===== src/rtl/parking_gate_decoder.sv =====
// Parking gate direction decoder.
// Two light barriers (A street side, B lot side) are synchronised and
// debounced, then a direction FSM follows the crossing order and issues
// single-cycle entry (up) / exit (down) requests for the occupancy counter.
//
// Handshake: up/down are fire-and-forget one-cycle request pulses with no
// ready/acknowledge; the counter must accept a pulse in the cycle it is high.
// full/empty are level inputs sampled only on the completing transition.
module parking_gate_decoder #(
    parameter int DEBOUNCE_CYCLES = 16,
    parameter int TIMEOUT_CYCLES  = 1000
) (
    input  logic       clk,
    input  logic       rst_n,
    input  logic       sen_a,
    input  logic       sen_b,
    input  logic       full,
    input  logic       empty,
    output logic       up,
    output logic       down,
    output logic       busy,
    output logic       err,
    output logic [2:0] fsm_state
);

    localparam int DW = $clog2(DEBOUNCE_CYCLES + 1);
    localparam int TW = $clog2(TIMEOUT_CYCLES + 1);
    localparam logic [DW-1:0] DB_LAST = DW'(DEBOUNCE_CYCLES - 1);
    localparam logic [TW-1:0] TO_LAST = TW'(TIMEOUT_CYCLES - 1);

    localparam logic [2:0] IDLE     = 3'd0;
    localparam logic [2:0] IN_A     = 3'd1;
    localparam logic [2:0] IN_AB    = 3'd2;
    localparam logic [2:0] IN_B     = 3'd3;
    localparam logic [2:0] OUT_B    = 3'd4;
    localparam logic [2:0] OUT_BA   = 3'd5;
    localparam logic [2:0] OUT_A    = 3'd6;
    localparam logic [2:0] WAIT_CLR = 3'd7;

    logic [1:0]    sync_a;
    logic [1:0]    sync_b;
    logic          da;
    logic          db;
    logic [DW-1:0] cnt_a;
    logic [DW-1:0] cnt_b;
    logic [TW-1:0] timer;
    logic [2:0]    state;
    logic [2:0]    next_state;
    logic          next_up;
    logic          next_down;
    logic          next_err;
    logic          timeout;
    logic [1:0]    pat;

    assign pat       = {da, db};
    assign fsm_state = state;

    // Two-flop synchronisers for the asynchronous barrier inputs.
    always_ff @(posedge clk or negedge rst_n) begin
        if (!rst_n) begin
            sync_a <= 2'b00;
            sync_b <= 2'b00;
        end else begin
            sync_a <= {sync_a[0], sen_a};
            sync_b <= {sync_b[0], sen_b};
        end
    end

    // Debounce A: flip only after DEBOUNCE_CYCLES consecutive disagreements.
    always_ff @(posedge clk or negedge rst_n) begin
        if (!rst_n) begin
            da    <= 1'b0;
            cnt_a <= '0;
        end else if (sync_a[1] != da) begin
            if (cnt_a == DB_LAST) begin
                da    <= sync_a[1];
                cnt_a <= '0;
            end else begin
                cnt_a <= cnt_a + 1'b1;
            end
        end else begin
            cnt_a <= '0;
        end
    end

    // Debounce B: same rule as A.
    always_ff @(posedge clk or negedge rst_n) begin
        if (!rst_n) begin
            db    <= 1'b0;
            cnt_b <= '0;
        end else if (sync_b[1] != db) begin
            if (cnt_b == DB_LAST) begin
                db    <= sync_b[1];
                cnt_b <= '0;
            end else begin
                cnt_b <= cnt_b + 1'b1;
            end
        end else begin
            cnt_b <= '0;
        end
    end

    // Sequence timeout: the timer holds the cycles spent in the current
    // sequence state, so hitting TO_LAST means TIMEOUT_CYCLES cycles elapsed.
    assign timeout = (state != IDLE) && (state != WAIT_CLR) && (timer == TO_LAST);

    // Direction FSM next-state and pulse decode; timeout has top priority.
    always_comb begin
        next_state = state;
        next_up    = 1'b0;
        next_down  = 1'b0;
        next_err   = 1'b0;
        if (timeout) begin
            next_state = WAIT_CLR;
            next_err   = 1'b1;
        end else begin
            case (state)
                IDLE: begin
                    case (pat)
                        2'b10: next_state = IN_A;
                        2'b01: next_state = OUT_B;
                        2'b11: begin next_state = WAIT_CLR; next_err = 1'b1; end
                        default: next_state = state;
                    endcase
                end
                IN_A: begin
                    case (pat)
                        2'b11: next_state = IN_AB;
                        2'b00: next_state = IDLE;
                        2'b01: begin next_state = WAIT_CLR; next_err = 1'b1; end
                        default: next_state = state;
                    endcase
                end
                IN_AB: begin
                    case (pat)
                        2'b01: next_state = IN_B;
                        2'b10: next_state = IN_A;
                        2'b00: begin next_state = IDLE; next_err = 1'b1; end
                        default: next_state = state;
                    endcase
                end
                IN_B: begin
                    case (pat)
                        2'b00: begin
                            next_state = IDLE;
                            next_up    = !full;
                            next_err   = full;
                        end
                        2'b11: next_state = IN_AB;
                        2'b10: begin next_state = WAIT_CLR; next_err = 1'b1; end
                        default: next_state = state;
                    endcase
                end
                OUT_B: begin
                    case (pat)
                        2'b11: next_state = OUT_BA;
                        2'b00: next_state = IDLE;
                        2'b10: begin next_state = WAIT_CLR; next_err = 1'b1; end
                        default: next_state = state;
                    endcase
                end
                OUT_BA: begin
                    case (pat)
                        2'b10: next_state = OUT_A;
                        2'b01: next_state = OUT_B;
                        2'b00: begin next_state = IDLE; next_err = 1'b1; end
                        default: next_state = state;
                    endcase
                end
                OUT_A: begin
                    case (pat)
                        2'b00: begin
                            next_state = IDLE;
                            next_down  = !empty;
                            next_err   = empty;
                        end
                        2'b11: next_state = OUT_BA;
                        2'b01: begin next_state = WAIT_CLR; next_err = 1'b1; end
                        default: next_state = state;
                    endcase
                end
                WAIT_CLR: begin
                    if (pat == 2'b00) next_state = IDLE;
                end
                default: next_state = IDLE;
            endcase
        end
    end

    // Timer restarts on any state change and is idle in IDLE and WAIT_CLR.
    always_ff @(posedge clk or negedge rst_n) begin
        if (!rst_n) begin
            timer <= '0;
        end else if ((next_state != state) || (next_state == IDLE) || (next_state == WAIT_CLR)) begin
            timer <= '0;
        end else begin
            timer <= timer + 1'b1;
        end
    end

    // State and registered request/error pulses plus busy flag.
    always_ff @(posedge clk or negedge rst_n) begin
        if (!rst_n) begin
            state <= IDLE;
            up    <= 1'b0;
            down  <= 1'b0;
            err   <= 1'b0;
            busy  <= 1'b0;
        end else begin
            state <= next_state;
            up    <= next_up;
            down  <= next_down;
            err   <= next_err;
            busy  <= (next_state != IDLE);
        end
    end

endmodule


===== config.mk =====
export PLATFORM = sky130hd
export DESIGN_NAME = parking_gate_decoder
export DESIGN_NICKNAME = d
export VERILOG_FILES = /design/src/rtl/parking_gate_decoder.sv
export SDC_FILE = /design/constraint.sdc
export NUM_CORES = 1
export LEC_CHECK = 0
export ABC_AREA = 1
export CORE_MARGIN = 2
export CORE_UTILIZATION = 45
export DETAILED_ROUTE_END_ITERATION = 16
export GPL_TIMING_DRIVEN = 1
export PLACE_DENSITY_LB_ADDON = 0.05
export SLEW_MARGIN = 20
export SYNTH_ARGS = -nofsm -noshare
export SYNTH_HDL_FRONTEND = slang
export SYNTH_SLANG_ARGS = --single-unit

===== constraint.sdc =====
create_clock -name clk -period 2 [get_ports clk]
set_input_delay 0.5 -clock clk [delete_from_list [all_inputs] [get_ports clk]]
set_output_delay 0.5 -clock clk [all_outputs]
set_load 0.005 [all_outputs]

==> impl_metrics.csv <==
group,metric,value,unit
timing,setup_viol,0,
timing,period_needed,1.985,ns
pwr,switchingPower,301.0,uW
timing,worst_slew_pin_slew,0.4317,ns
yosys,synth_fp_nets,257,
clock_network,cts_tree,"built",
timing,final_max_slew_viol_count,0,
layout,instances_no_fill,324,
flow_run,cap_violations,0,
timing,fmax,503.8,MHz
setup_path,endpoint_kind,"register",
pwr,p_sw_share,21.37,%
yosys,synth-compound-area-share,4.647,%
setup_path,worstSetupStartpointType,"register",
layout,nNetsFinal,289,
clock_network,cts_htree_levels,2,
global_routing,grt_overflow,0,
floorplanning,dieHeight,69.18,um
setup_path,path_cells,"clkinv_4, ha_4, nor2_2, nand2_1, nand3_1, nand2_1, nor2_2, nand3_2, buf_4, nor2_4, nor2_4, nand2_4, nor2_1",
global_routing,grt_pass1_wl,6989,um
clock_network,clkTransAtPathRegs,0.07,ns
placement,place_inst,313,
clock_network,clockBufferDepth,2,
floorplanning,num_io_pins,13,
yosys,ys_ff_latch,33,
yosys,synthMuxAreaShare,0,%
route,vias,1580,
yosys,avgSynthCellArea,7.933,um^2
setup_path,cpPeakStageDelay,0.47,ns
yosys,synth-xor-area-share,5.497,%
pwr,p_per_area,572.0,mW/mm^2
clock_network,cts_root_buf,"clkbuf_8",
placement,pre_cts_ws,-0.05975,ns
timing,finClkSkew,0.003038,ns
clock_network,insertion_delay,0.28,ns
yosys,yosysSeqAreaShare,43.19,%
floorplanning,die_x,69.18,um
yosys,synth_adder_area_share,6.545,%
layout,area_growth,28.80,%
route,drt-pass1-iter-count,4,
placement,dp.final_hpwl,2751,um
yosys,synth_area_leaders,"dfrtp_1 43%, nand2_1 10%, nor2_1 8.8%",
clock_network,cts-buffers-inserted,5,
timing,finalCritPeriodShare,99.24,%
outcome,status,"finished, final reports clean",
floorplanning,dieArea,0.004786,mm^2
yosys,synth_area,0.001912,mm^2
yosys,yosysWarnings,0,
setup_path,crit_arrival,2.16,ns
floorplanning,initial_core_util,47.12,%
yosys,synth_top_area_share,43.19,%
route,postRouteAntennaNets,0,
clock_network,cts.sinks,33,
timing,relSlewSlack,71.22,%
clock_network,cts_hold_buf,0,
pwr,p_int,1.108,mW
yosys,synth.distinct_cells,26,
layout,final_util,60.68,%
setup_path,worstSetupPathType,"register to register",
pwr,ir_drop,0.4204,mV
timing,finalWorstSetupSlack,0.01521,ns
route,via_per_inst,4.877,
pwr,finalPower,1.409,mW
route,wirelength,4084,um
pwr,seqPwrFrac,48.9,%
layout,drive_gt1_share,26.28,%
layout,antennaDiodeCount,0,
placement,gp_congestion,0.9763,
placement,port_buffers,12,
timing,rsz0062_at_grt,"yes",
pwr,clkPwrFrac,47.4,%
min_path,hold_class,"register to register",
timing,hold_viol_final,0,
yosys,syn_inst,241,
route,drc_errors,0,
setup_path,cpMaxStageDelayCell,"dfrtp_2",
route,wl_per_cell,12.60,um
yosys,synth_top_family_by_area,"simple AND/OR/NAND/NOR gates",
route,drtIter0Drc,173,
global_routing,grt_max_degree,34,
yosys,synth-simple-area-share,33.05,%
global_routing,antenna_found_initial,0,
setup_path,critPathMaxFanout,5,
global_routing,grt_pass1_vias,1549,
setup_path,critical_path_required,2.18,ns
pwr,p_leak,1.152,nW
floorplanning,fp.coreArea,0.004058,mm^2
global_routing,grt_usage,18.04,%
yosys,synth_largest_area_cell,"dfrtp_1",
floorplanning,core.rowCount,23,
pwr,p_comb_share,3.6,%
cells in the final DEF (no fill, tap or decap), types with 8 or more instances in the layout:
master and n:
nor2_2 14, clkdlybuf4s50_1 12, nand3_1 13, inv_1 21
xor2_1 8, nand2_1 49, dfrtp_1 30, nor2_1 34
buf_4 12
per-layer routing:
metal  part of all wire (%)  routed length [um]  GRT usage [%]  up-vias
met5                      0                   0              0        -
met1                     48                1942          25.56      720
met4                    1.3                  55          4.357        0
met3                    4.6                 189          4.797        6
met2                     46                1896          27.67       30
li1                       -                   -              -      824
path summary, 6_finish.rpt:
check                           slack [ns]                 from  depth (start not counted)                  end
worst max-delay path                  0.02       da$_DFFE_PN0P_                         13   timer[7]$_DFF_PN0_
worst min-delay path                  0.35  sync_a[0]$_DFF_PN0_                          0  sync_a[1]$_DFF_PN0_
worst max register to register        0.02       da$_DFFE_PN0P_                         13   timer[7]$_DFF_PN0_
worst min register to register        0.35  sync_a[0]$_DFF_PN0_                          0  sync_a[1]$_DFF_PN0_
max in group asynchronous             1.05                rst_n                          2       da$_DFFE_PN0P_
min in group asynchronous             0.61                rst_n                          2  sync_a[0]$_DFF_PN0_
area by class of cell:
cell class / count / area (um^2)
Inverter: 28 / 120.1
Clock inverter: 2 / 37.54
Tap cell: 50 / 62.56
Fill cell: 360 / 1595
Sequential cell: 33 / 829.5
Timing Repair Buffer: 26 / 232.7
Multi-Input combinational cell: 179 / 1097
Clock buffer: 6 / 82.58
what timing repair did:
action                                  in CTS  in global routing
cloned                                       1                  0
pin swaps                                    2                 12
gates resized for setup                     23                 22
buffers inserted                             1                  1
endpoints found under the setup margin      10                 12
cell families after synthesis:
logic type	Yosys count
simple gates	139
flops	33
buf+inv	30
compound gates	17
xor+xnor	12
fa+ha+maj	10
stage by stage:
stage / hold slack (ns) / instance area (um^2) / setup TNS [ns]
finish: 0.3531 / 2462 / 0
global route: 0.3606 / 2462 / -1.017
CTS: 0.3532 / 2379 / 0
detailed placement: 0.3365 / 2162 / -0.5192
global placement: 0.3322 / 2162 / -0.6489
floorplan: 0.2044 / 1912 / 0
power groups by stage:
stage	Clock, mW	Combinational, mW	Sequential, mW
after floorplan	0	0.0205	0.701
after global placement	0	0.0505	0.702
after detailed placement	0	0.0507	0.702
after CTS	0.676	0.0517	0.689
after global routing	0.712	0.0601	0.690
final	0.668	0.0512	0.689
worst max-delay path: cells and delay by family (launching register included):
kind	cells	cell delay [ns]
buffers and inverters	2	0.28
DFF	1	0.47
and+or+nand+nor	10	0.94
adders and majority gates	1	0.19
synth_stat cells, drive strengths merged:
master / n
dfrtp: 33
buf: 2
xor2: 8
xnor2: 4
o21ai: 9
o2111ai: 1
and3: 2
nand3: 18
ha: 10
nand2: 57
nand3b: 1
a21oi: 7
nor3: 5
nor4: 2
inv: 28
nor2: 53
nand4: 1
registers in the layout, indices dropped and copies added, names as in the netlist, 2 cells and up:
name / cells
timer: 10
cnt_b: 5
cnt_a: 5
sync_b: 2
fsm_state: 3
sync_a: 2
No activity file was read; power rests on OpenSTA's default activity.
